<file path="src/rtl/teclado_pkg.sv">
// Shared definitions for keypad consumers: function-key codes, the entry
// state machine encoding and the digit-count width helper.
package teclado_pkg;

    localparam logic [3:0] TECLA_CONFIRMA = 4'hA;
    localparam logic [3:0] TECLA_APAGA    = 4'hB;
    localparam logic [3:0] TECLA_LIMPA    = 4'hC;

    typedef enum logic {
        COLETA,
        PRONTO
    } estado_t;

    // Bits needed to hold a digit count from 0 up to n inclusive.
    function automatic int unsigned largura_contagem(input int unsigned n);
        return (n < 1) ? 1 : $clog2(n + 1);
    endfunction

endpackage

</file>
<file path="src/rtl/detector_de_borda.sv">
// Rising-edge detector for a key-valid level: one event per press,
// however long the decoder keeps the level high.
module detector_de_borda (
    input  logic clk,
    input  logic rst,
    input  logic sinal,
    output logic evento
);

    logic valido_q;
    logic valido_d;

    // Next value of the delayed level is simply the current level.
    always_comb begin
        valido_d = sinal;
    end

    // Delay the level by one cycle; cleared by reset.
    always_ff @(posedge clk) begin
        if (rst) begin
            valido_q <= 1'b0;
        end else begin
            valido_q <= valido_d;
        end
    end

    // Event is high only in the first cycle the level is seen high.
    always_comb begin
        evento = sinal & ~valido_q;
    end

endmodule

</file>
<file path="src/rtl/buffer_de_digitos.sv">
// Multi-digit entry buffer fed by the keypad decoder. Collects up to
// N_DIGITOS BCD digits with backspace/clear/inactivity timeout, then holds
// the finished entry on a valid/ready handshake until it is taken.
module buffer_de_digitos
    import teclado_pkg::*;
#(
    parameter int unsigned N_DIGITOS      = 4,
    parameter int unsigned TIMEOUT_CICLOS = 1_000_000
) (
    input  logic                                      clk,
    input  logic                                      rst,
    input  logic [3:0]                                tecla_value,
    input  logic                                      tecla_valid,
    input  logic                                      entrada_ready,
    output logic [4*N_DIGITOS-1:0]                    digitos,
    output logic [largura_contagem(N_DIGITOS)-1:0]    num_digitos,
    output logic                                      entrada_valid,
    output logic                                      erro,
    output logic                                      timeout
);

    localparam int unsigned LC = largura_contagem(N_DIGITOS);
    localparam int unsigned LT = $clog2(TIMEOUT_CICLOS);
    localparam int unsigned W  = 4 * N_DIGITOS;

    logic          evento;
    logic          eh_digito;

    estado_t       estado_q,  estado_d;
    logic [W-1:0]  digitos_q, digitos_d;
    logic [LC-1:0] num_q,     num_d;
    logic [LT-1:0] ocioso_q,  ocioso_d;
    logic          valid_q,   valid_d;
    logic          erro_q,    erro_d;
    logic          timeout_q, timeout_d;

    detector_de_borda u_borda (
        .clk    (clk),
        .rst    (rst),
        .sinal  (tecla_valid),
        .evento (evento)
    );

    // Key classification: codes 0-9 are digits.
    always_comb begin
        eh_digito = (tecla_value <= 4'd9);
    end

    // Next-state logic: key editing, idle timeout and handshake.
    always_comb begin
        estado_d  = estado_q;
        digitos_d = digitos_q;
        num_d     = num_q;
        ocioso_d  = ocioso_q;
        erro_d    = 1'b0;
        timeout_d = 1'b0;

        case (estado_q)
            COLETA: begin
                if (evento) begin
                    // Any key event restarts the idle window, even when it
                    // coincides with the cycle the timeout would fire.
                    ocioso_d = '0;
                    if (eh_digito) begin
                        if (num_q < LC'(N_DIGITOS)) begin
                            digitos_d = (digitos_q << 4) | W'(tecla_value);
                            num_d     = num_q + 1'b1;
                        end else begin
                            erro_d = 1'b1;
                        end
                    end else if (tecla_value == TECLA_CONFIRMA) begin
                        if (num_q != '0) begin
                            estado_d = PRONTO;
                        end else begin
                            erro_d = 1'b1;
                        end
                    end else if (tecla_value == TECLA_APAGA) begin
                        if (num_q != '0) begin
                            digitos_d = digitos_q >> 4;
                            num_d     = num_q - 1'b1;
                        end
                    end else if (tecla_value == TECLA_LIMPA) begin
                        digitos_d = '0;
                        num_d     = '0;
                    end
                end else if (num_q == '0) begin
                    ocioso_d = '0;
                end else if (ocioso_q == LT'(TIMEOUT_CICLOS - 2)) begin
                    // Counter is about to reach TIMEOUT_CICLOS-1: discard now
                    // so the pulse lands TIMEOUT_CICLOS cycles after the key.
                    digitos_d = '0;
                    num_d     = '0;
                    ocioso_d  = '0;
                    timeout_d = 1'b1;
                end else begin
                    ocioso_d = ocioso_q + 1'b1;
                end
            end

            PRONTO: begin
                ocioso_d = '0;
                if (entrada_ready) begin
                    digitos_d = '0;
                    num_d     = '0;
                    estado_d  = COLETA;
                end
            end

            default: begin
                estado_d = COLETA;
            end
        endcase

        valid_d = (estado_d == PRONTO);
    end

    // State and registered outputs; synchronous reset aborts any entry.
    always_ff @(posedge clk) begin
        if (rst) begin
            estado_q  <= COLETA;
            digitos_q <= '0;
            num_q     <= '0;
            ocioso_q  <= '0;
            valid_q   <= 1'b0;
            erro_q    <= 1'b0;
            timeout_q <= 1'b0;
        end else begin
            estado_q  <= estado_d;
            digitos_q <= digitos_d;
            num_q     <= num_d;
            ocioso_q  <= ocioso_d;
            valid_q   <= valid_d;
            erro_q    <= erro_d;
            timeout_q <= timeout_d;
        end
    end

    // Drive outputs straight from the flops.
    always_comb begin
        digitos       = digitos_q;
        num_digitos   = num_q;
        entrada_valid = valid_q;
        erro          = erro_q;
        timeout       = timeout_q;
    end

endmodule

</file>
<file path="config.mk">
export PLATFORM = sky130hd
export DESIGN_NAME = buffer_de_digitos
export DESIGN_NICKNAME = d
export VERILOG_FILES = /design/src/rtl/teclado_pkg.sv /design/src/rtl/detector_de_borda.sv /design/src/rtl/buffer_de_digitos.sv
export SDC_FILE = /design/constraint.sdc
export NUM_CORES = 1
export LEC_CHECK = 0
export BUFFER_PORTS_ARGS = -buffer_cell sky130_fd_sc_hd__clkbuf_2
export CORE_ASPECT_RATIO = 1.25
export CORE_UTILIZATION = 34
export DETAILED_ROUTE_END_ITERATION = 10
export GPL_TIMING_DRIVEN = 0
export HOLD_SLACK_MARGIN = 0.03
export SYNTH_ARGS = -nofsm -noshare
export SYNTH_HDL_FRONTEND = slang
export SYNTH_HIERARCHICAL = 1
export SYNTH_SLANG_ARGS = --single-unit
</file>
<file path="constraint.sdc">
create_clock -name clk -period 6.6 [get_ports clk]
set_input_delay 0 -clock clk [delete_from_list [all_inputs] [get_ports clk]]
set_output_delay 0 -clock clk [all_outputs]
set_load 0.02 [all_outputs]
</file>
==> summary.txt, run 1 <==
Status
  – Run status: completed

Timing
  – Setup Skew: 0.0110 ns
  – Tcrit/Tclk final: 37.4%
  – F_max: 405 MHz
  – Worst hold slack: 0.0739 ns
  – Unrepaired setup endpoints after global routing: no
  – Final Setup Violations: 0
  – Setup TNS Final: 0 ns
  – Final Hold Viols: 0
  – Relative slew slack: 66.2%
  – Worst slew pin tran: 0.508 ns
  – Pins Over Slew Limit: 0
  – Fin crit period: 2.47 ns

Hold path
  – Worst Hold Launch: tecla_value[3]
  – Worst hold-check path type: in2reg

Place
  – Post-DP HPWL: 3450 µm
  – Port-buffer cells: 28
  – Placed Cells: 367
  – Placer Congestion: 0.755

Logic synthesis
  – Syn Inst Count: 254
  – EDFF count, synth: 0
  – Synth Area in Adders: 2.81%
  – Post-synthesis simple-gate area fraction: 31.1%
  – Post-Syn Nets: 267
  – Mux share of post-synthesis cell area: 11.3%
  – Syn Std Cell Area: 2230 µm²
  – Yosys synthesis warning count: 6
  – Async S/R FF share, synth: 0%
  – Main combinational cell family by area after synthesis: simple AND/OR/NAND/NOR gates
  – Post-synthesis register bit count: 43
  – XOR/XNOR Fraction of Synth Area: 7.46%
  – Sequential share of the synthesized area: 38.6%
  – Post-synthesis average cell area: 8.78 µm²
  – Ys flop type: dfxtp_1
  – Synth unique cells: 45
  – Synth Area in Compound Gates: 4.99%

Routing
  – First-pass detailed-route iteration total: 4
  – Vias: 1819
  – Routed Antenna Nets: 0
  – WL per Instance: 12.2 µm
  – First-iteration detailed-routing DRC count: 49
  – Vias per cell: 4.80
  – Residual DRC count: 0
  – Post-Route WL: 4630 µm

Clock tree
  – Clock slew at reported path FFs: 0.09 ns
  – CTS tree: done
  – CTS Buffer Depth: 2
  – H-tree depth: 2
  – Clock root cell: clkbuf_8
  – CTS buffer count: 5
  – CTS Sinks: 43
  – Clock latency on the worst-skew pair: 0.29 ns

Floorplan
  – Total die area: 6890 µm²
  – # IOs: 30
  – Initial Util: 35.7%
  – Die H: 92.5 µm
  – Chip width: 74.4 µm
  – Total core area: 6250 µm²
  – Std cell rows: 32

Global route
  – Vias in the first global route: 1734
  – Total gr overflow: 0
  – First-pass GRT wire length: 7630 µm
  – Pin count of the biggest net entering global routing: 15
  – Initial antenna violation count: 0
  – GR Util All Layers: 14.2%

Setup path
  – Worst Setup SP: ocioso_q[9]
  – Crit path required time: 6.78 ns
  – Worst-path cell chain: or4b_4 > nor4_4 > a31oi_1 > or3b_1 > buf_6 > buf_12 > mux2_4
  – Crit end category: register
  – Worst setup SP type: register
  – Reg-to-reg slack, setup: 4.13 ns
  – Kind of critical path: reg2reg
  – R2R Path End: num_digitos[1]
  – Critical Path End: num_digitos[1]
  – RR Startpoint: ocioso_q[9]
  – Crit Path Max Fanout: 10
  – Crit path DAT: 2.65 ns
  – Path depth of the worst reg2reg path: 7
  – Worst path max stage delay: 0.50 ns
  – Slowest stage cell on the critical path: or4b_4

Pwr
  – PwrDens: 196 nW/µm²
  – Pint: 0.394 mW
  – Sw power: 0.122 mW
  – Peak VDD IR: 0.0932 mV
  – Net Sw Frac: 23.6%
  – Comb pwr share: 9.2%
  – Lkg Pwr: 0.999 nW
  – Reg power frac: 51.0%
  – Clock Power Share: 39.8%

Layout
  – Fillers: 683
  – Area growth from synthesis to layout: 17.9%
  – Non-filler cells, final: 379
  – Ant. Diodes: 0
  – Nets: 306
  – Fraction of layout cells with a size suffix above 1: 20.7%
  – Commonest non-fill, non-tap cell in the layout: dfxtp_1
  – Most frequent cells in the layout: dfxtp_1 (43), nand2_1 (37), nor2_1 (30)

Flow run
  – Max cap viols: 0
==> power groups by stage <==
stage	clock [mW]	combinational (mW)	sequential [mW]
finish	0.205	0.0475	0.263
global route	0.222	0.0524	0.264
CTS	0.213	0.0484	0.264
detailed placement	0	0.0464	0.270
global placement	0	0.0463	0.270
floorplan	0	0.0314	0.271
==> cell type report <==
class | count | area [µm²] | area share (%)
Timing Repair Buffer | 32 | 180 | 6.85
Clock buffer | 5 | 68.8 | 2.62
Clock inverter | 3 | 43.8 | 1.67
Multi-Input combinational cell | 195 | 1280 | 48.9
Tap cell | 85 | 106 | 4.05
Sequential cell | 43 | 861 | 32.7
Buffer | 10 | 61.3 | 2.33
Inverter | 6 | 22.5 | 0.857
==> through the flow <==
stage	total power, mW	setup slack, ns	cell area [µm²]	util (%)
3_5_place_dp	0.316	4.12	2480	39.6
3_3_place_gp	0.316	4.13	2480	39.6
5_1_grt	0.538	4.00	2630	42.1
6_report	0.516	4.13	2630	42.1
2_1_floorplan	0.302	4.28	2230	-
4_1_cts	0.525	4.12	2630	42.1
==> metal layers <==
layer / global-route usage (%) / routed length (µm) / vias up
met5: 0 / 0 / -
met4: 4.72 / 48 / 0
met3: 2.83 / 176 / 6
met2: 26.2 / 2390 / 33
met1: 15.7 / 2020 / 848
li1: - / - / 932
==> cells by family after synthesis <==
group	count (synthesis)
flops	43
fa+ha+maj	5
buf+inv	16
compound gates	19
xor+xnor	19
mux	22
simple gates	130
==> synth_stat cells, drive strengths merged (2+ instances only) <==
master  count  area, µm²
a21oi      10       50.1
and3        3       21.3
and4        3       27.5
buf         2       31.3
clkbuf      8       30.0
dfxtp      43        861
ha          5       62.6
inv         6       22.5
mux2       13        161
mux2i       9       90.1
nand2      37        139
nand2b      4       25.0
nand3      12       60.1
nand4       3       18.8
nand4b      2       17.5
nor2       30        113
nor2b      16        115
nor3        7       35.0
nor4        2       27.5
o21ai       3       15.0
or2b        2       17.5
or4b        2       23.8
xnor2      13        114
xor2        6       52.6
==> worst min-delay path by stage <==
stage                        to  depth (start not counted)
2_1_floorplan  u_borda/valido_q                          1
3_3_place_gp   u_borda/valido_q                          2
3_5_place_dp   u_borda/valido_q                          2
4_1_cts              digitos[3]                          3
5_1_grt              digitos[3]                          3
6_report             digitos[3]                          3
==> worst max-delay path, delay by kind of cell (launching register included) <==
kind,cells,cell delay (ns)
compound gates,1,0.15
simple gates,3,1.19
mux,1,0.29
buf+inv,2,0.31
flops,1,0.41
==> timing repair <==
action	in CTS	in global routing
buffers inserted	0	0
hold endpoints to repair	3	0
gates resized for setup	0	0
hold buffers	4	0
==> sequential cells by signal (all words and copies together) (netlist names) <==
register / flops
num_digitos: 3
entrada_valid: 1
ocioso_q: 20
u_borda/valido_q: 1
timeout: 1
erro: 1
digitos: 16
Power figures use the tool's default switching activity.
==> run 2, diff against run 1 <==
==> constraint.sdc (replaced) <==
create_clock -name clk -period 2 [get_ports clk]
set_input_delay 0 -clock clk [delete_from_list [all_inputs] [get_ports clk]]
set_output_delay 0 -clock clk [all_outputs]
set_load 0.02 [all_outputs]
==> summary.txt, run 2 (synthesis gave the netlist of run 1 again) <==
Clock tree
  – Clock root cell: clkbuf_8
  – CTS Buffer Depth: 2 (unchanged)
  – CTS buffer count: 5 (unchanged)
  – Clock latency on the worst-skew pair: 0.29 ns (about the same)
  – Clock slew at reported path FFs: 0.08 ns (about the same)
  – CTS tree: done
  – CTS Sinks: 43 (unchanged)
  – H-tree depth: 2 (unchanged)

Setup path
  – RR Startpoint: ocioso_q[11]
  – Crit path required time: 2.18 ns (-4.60 ns)
  – Worst setup SP type: register
  – Crit end category: register
  – Crit path DAT: 2.61 ns (-0.04 ns)
  – Crit Path Max Fanout: 7 (-3)
  – Worst Setup SP: ocioso_q[11]
  – Kind of critical path: reg2reg

Status
  – Run status: finished with violations
  – Failing checks: negative setup slack

Routing
  – WL per Instance: 12.5 µm (+2.8%)
  – Residual DRC count: 0 (unchanged)
  – First-pass detailed-route iteration total: 4 (unchanged)
  – Vias: 1887 (+3.7%)
  – First-iteration detailed-routing DRC count: 59 (+20%)
  – Post-Route WL: 4930 µm (+6.6%)
  – Routed Antenna Nets: 0 (unchanged)
  – Vias per cell: 4.80 (about the same)

Timing
  – Pins Over Slew Limit: 0 (unchanged)
  – Worst slew pin tran: 0.541 ns (+0.0333 ns)
  – Crit path setup slack, layout: -0.430 ns (-4.56 ns)
  – Unrepaired setup endpoints after global routing: yes
  – Tcrit/Tclk final: 121% (+84 points)
  – F_max: 412 MHz (+1.7%)
  – Fin crit period: 2.43 ns (-0.0410 ns)
  – Relative slew slack: 63.6% (-2.6 points)
  – Final Hold Viols: 0 (unchanged)
  – Worst hold slack: 0.0732 ns (-0.000699 ns)
  – Setup Skew: 0.00741 ns (-0.00364 ns)
  – Final Setup Violations: 19 (+19)

Floorplan
  – Total core area: 6250 µm² (unchanged)
  – Std cell rows: 32 (unchanged)
  – Die H: 92.5 µm (unchanged)
  – Chip width: 74.4 µm (unchanged)
  – Total die area: 6890 µm² (unchanged)
  – # IOs: 30 (unchanged)
  – Initial Util: 35.7% (unchanged)

Flow run
  – Max cap viols: 0 (unchanged)

Global route
  – Met1 usage: 17.2% (+1.5 points)
  – First-pass GRT wire length: 8250 µm (+8.0%)
  – Most Used Layer, Global Route: met2
  – GR Layer Usage met2: 28.0% (+1.8 points)
  – Met3 global-route usage: 2.72% (-0.11 points)
  – Initial antenna violation count: 0 (unchanged)
  – Total gr overflow: 0 (unchanged)
  – Vias in the first global route: 1844 (+6.3%)
  – GR Util All Layers: 15.2% (+0.94 points)
  – Pin count of the biggest net entering global routing: 14 (-1)

Layout
  – Fillers: 652 (-4.5%)
  – Final Util: 44.2% (+2.1 points)
  – Fraction of layout cells with a size suffix above 1: 27.9% (+7.2 points)
  – Largest reg by FF count: ocioso_q
  – Area growth from synthesis to layout: 23.7%
  – Non-filler cells, final: 393 (+3.7%)
  – Most frequent cells in the layout: nand2_1 (37), dfxtp_1 (37), nor2_1 (30), clkbuf_2 (30), nor2b_1 (14)
  – Ant. Diodes: 0 (unchanged)
  – Max reg flops: 20 (unchanged)
  – Nets: 320 (+4.6%)
  – Multi-input logic area: 1310 µm² (+2.1%)
  – FF/Latch Area: 873 µm² (+1.5%)

Pwr
  – Peak VDD IR: 0.276 mV (+200%)
  – Power, Total: 1.59 mW (+210%)
  – PwrDens: 578 nW/µm² (+190%)
  – Lkg Pwr: 1.08 nW (+7.6%)

Place
  – Placed Cells: 367 (unchanged)
  – Placer Congestion: 0.776 (+2.7%)
  – Post-DP HPWL: 3530 µm (+2.4%)
  – Port-buffer cells: 28 (unchanged)
  – Worst slack at placement: -0.463 ns (-4.59 ns)

Hold path
  – Worst hold-check path type: in2reg
  – Worst Hold Launch: tecla_value[3]
run 2: area by class of cell:
class | instances | share of cell area [%]
Inverter | 6 | 0.816
Sequential cell | 43 | 31.7
Clock inverter | 3 | 0.544
Buffer | 10 | 2.31
Tap cell | 85 | 3.85
Clock buffer | 5 | 2.49
Multi-Input combinational cell | 195 | 47.6
Timing Repair Buffer | 46 | 10.7
run 2: through the flow:
stage	TNS, ns	cell area [µm²]
after floorplan	-2.96	2230
after global placement	-5.26	2480
after detailed placement	-5.69	2480
after CTS	-7.47	2710
after global routing	-9.33	2760
final	-7.36	2760
run 2: per-layer routing:
layer,vias to the layer above,part of all wire (%)
li1,960,-
met1,892,43
met2,29,54
met3,6,2.5
met4,0,1.0
met5,-,0
run 2: where the power goes:
part | switching [mW] | leakage, nW | internal (mW)
logic | 0.0992 | 0.677 | 0.0860
registers | 0.00827 | 0.351 | 0.859
clock network | 0.301 | 0.0477 | 0.240
run 2: worst paths after layout:
path / end / slack (ns) / cells past startpoint
hold reg to reg: digitos[15] / 0.49 / 2
setup / recovery: num_digitos[1] / -0.43 / 7
setup reg to reg: num_digitos[1] / -0.43 / 7
hold / removal: digitos[3] / 0.07 / 3
run 2: critical path: stages, from the launching register on:
cell and delay (ns):
dfxtp_4 0.35, or4b_4 0.54, nor4_4 0.33, a31oi_2 0.15, or3b_1 0.39, buf_6 0.14
buf_12 0.13, mux2_4 0.28
run 2: what timing repair did:
item | 4_1_cts | 5_1_grt
pin swaps | 4 | 4
hold buffers | 4 | 0
endpoints found under the hold margin | 3 | 0
setup buffers | 10 | 4
endpoints found under the setup margin | 27 | 29
gates resized for setup | 11 | 6
==> run 3, diff against run 2 <==
--- a/config.mk
+++ b/config.mk
@@ -6,7 +6,7 @@
 export NUM_CORES = 1
 export LEC_CHECK = 0
 export BUFFER_PORTS_ARGS = -buffer_cell sky130_fd_sc_hd__clkbuf_2
-export CORE_ASPECT_RATIO = 1.25
+export CORE_ASPECT_RATIO = 0.5
 export CORE_UTILIZATION = 34
 export DETAILED_ROUTE_END_ITERATION = 10
 export GPL_TIMING_DRIVEN = 0
==> summary.txt, run 3 (synthesis gave the netlist of run 1 again) <==
Clock tree
  – CTS tree: done
  – Clock slew at reported path FFs: 0.06 ns (-0.02 ns)
  – CTS Buffer Depth: 2 (unchanged)
  – Clock latency on the worst-skew pair: 0.28 ns (about the same)
  – CTS Sinks: 43 (unchanged)
  – CTS buffer count: 5 (unchanged)
  – Clock root cell: clkbuf_16
  – H-tree depth: 2 (unchanged)

Timing
  – Relative slew slack: 62.6% (-0.93 points)
  – Fin crit period: 2.40 ns (-0.0329 ns)
  – Setup Skew: 0.00421 ns (-0.00319 ns)
  – Worst hold slack: 0.0687 ns (-0.00443 ns)
  – F_max: 417 MHz (+1.4%)
  – Setup TNS Final: -6.80 ns (+0.550 ns)
  – Tcrit/Tclk final: 120% (-1.6 points)
  – Crit path setup slack, layout: -0.397 ns (+0.0329 ns)
  – Final Setup Violations: 18 (-1)
  – Final Hold Viols: 0 (unchanged)
  – Worst slew pin tran: 0.561 ns (+0.0196 ns)
  – Pins Over Slew Limit: 0 (unchanged)
  – Unrepaired setup endpoints after global routing: yes

Layout
  – Fillers: 623 (-4.4%)
  – Ant. Diodes: 0 (unchanged)
  – FF/Latch Area: 870 µm² (-0.43%)
  – Commonest non-fill, non-tap cell in the layout: dfxtp_1
  – Most frequent cells in the layout: dfxtp_1 (38), nand2_1 (37), nor2_1 (30), clkbuf_2 (30), nor2b_1 (14)
  – Multi-input logic area: 1290 µm² (-1.3%)
  – Nets: 312 (-2.5%)
  – Largest reg by FF count: ocioso_q
  – Area growth from synthesis to layout: 24.8%
  – Max reg flops: 20 (unchanged)
  – Fraction of layout cells with a size suffix above 1: 25.3% (-2.6 points)

Routing
  – First-iteration detailed-routing DRC count: 112 (+90%)
  – WL per Instance: 12.2 µm (-3.0%)
  – Vias per cell: 4.85 (+0.97%)
  – Routed Antenna Nets: 0 (unchanged)
  – Residual DRC count: 0 (unchanged)
  – Vias: 1881 (-0.32%)
  – First-pass detailed-route iteration total: 4 (unchanged)
  – Post-Route WL: 4720 µm (-4.3%)

Setup path
  – Worst setup SP type: register
  – Slowest stage cell on the critical path: or4b_4
  – Crit path required time: 2.18 ns (about the same)
  – Crit Path Max Fanout: 6 (-1)
  – Worst path max stage delay: 0.53 ns (about the same)
  – Crit path DAT: 2.57 ns (-0.04 ns)
  – Kind of critical path: reg2reg
  – Worst-path cell chain: or4b_4 > nor4_4 > a31oi_2 > or3b_1 > buf_6 > buf_12 > mux2_4
  – Family with the most delay on the worst path: simple AND/OR/NAND/NOR gates
  – Bufs and invs on worst path: 2 (unchanged)
  – Crit end category: register

Status
  – Run status: finished with violations
  – Failing checks: negative setup slack

Floorplan
  – Std cell rows: 20 (-38%)
  – Total core area: 6210 µm² (-0.64%)
  – Total die area: 6910 µm² (+0.25%)
  – Initial Util: 35.9% (+0.23 points)
  – Die H: 59.3 µm (-36%)
  – # IOs: 30 (unchanged)
  – Chip width: 117 µm (+57%)

Place
  – Post-DP HPWL: 3370 µm (-4.6%)
  – Placer Congestion: 0.834 (+7.4%)
  – Port-buffer cells: 28 (unchanged)
  – Worst slack at placement: -0.449 ns (+0.0139 ns)

Global route
  – First-pass GRT wire length: 7780 µm (-5.7%)
  – Vias in the first global route: 1733 (-6.0%)
  – Initial antenna violation count: 0 (unchanged)
  – GR Util All Layers: 14.7% (-0.47 points)
  – Total gr overflow: 0 (unchanged)
  – Pin count of the biggest net entering global routing: 15 (+1)

Pwr
  – Lkg Pwr: 1.07 nW (-0.22%)
  – PwrDens: 752 nW/µm² (+30%)
  – Peak VDD IR: 0.446 mV (+62%)
  – Power, Total: 2.09 mW (+31%)

Flow run
  – Max cap viols: 0 (unchanged)

Hold path
  – Worst hold-check path type: in2reg
==> run 3: cell types whose count changed in the layout (fill, tap and decap cells not counted), sizes merged <==
| cell | previous run | this run |
|---|---|---|
| clkinv | 3 | 0 |
| bufinv | 0 | 2 |
| buf | 16 | 8 |
| clkinvlp | 0 | 1 |
==> run 3: layer usage <==
metal	wire (µm)	vias up	GRT usage, %
met3	133	7	3.17
met2	2260	22	26.5
li1	-	944	-
met4	66	0	5.49
met1	2260	908	17.4
met5	0	-	0
==> run 3: path summary, 6_finish.rpt <==
| check | startpoint | end | slack, ns | depth (start not counted) |
|---|---|---|---|---|
| worst max-delay path | ocioso_q[11] | num_digitos[1] | -0.40 | 7 |
| worst min-delay path | tecla_value[3] | digitos[3] | 0.07 | 3 |
| worst max register to register | ocioso_q[11] | num_digitos[1] | -0.40 | 7 |
| worst min register to register | digitos[0] | digitos[0] | 0.49 | 2 |
==> run 3: cell type report <==
cell class,count,share of cell area (%)
tap,88,3.96
inverter,6,0.809
multi-input combinational,195,46.5
buffer,10,2.29
clock inverter,3,2.43
timing repair buffer,38,8.23
sequential,43,31.2
clock buffer,5,4.50
==> run 3: power breakdown <==
part	internal [mW]	switching [mW]	total (mW)
Combinational	0.0771	0.0939	0.171
Clock	0.715	0.337	1.05
Sequential	0.862	0.00746	0.869
Total	1.65	0.439	2.09
==> run 3: worst min-delay path, cell delays in order <==
cell,delay (ns)
clkbuf_2,0.14
nand4b_1,0.10
mux2i_1,0.06
==> run 3: per-stage QoR <==
step / cell area, µm² / instances / utilization [%]
finish: 2780 / 388 / 44.8
global route: 2780 / 388 / 44.8
CTS: 2770 / 387 / 44.6
detailed placement: 2480 / 370 / 40.0
global placement: 2480 / 370 / 40.0
floorplan: 2230 / 254 / -
==> run 3: timing repair <==
| action | 4_1_cts | 5_1_grt |
|---|---|---|
| endpoints found under the hold margin | 3 | 0 |
| resized for setup | 5 | 6 |
| pin swaps | 3 | 3 |
| setup buffers | 5 | 1 |
| hold buffers | 4 | 0 |
| endpoints found under the setup margin | 18 | 39 |
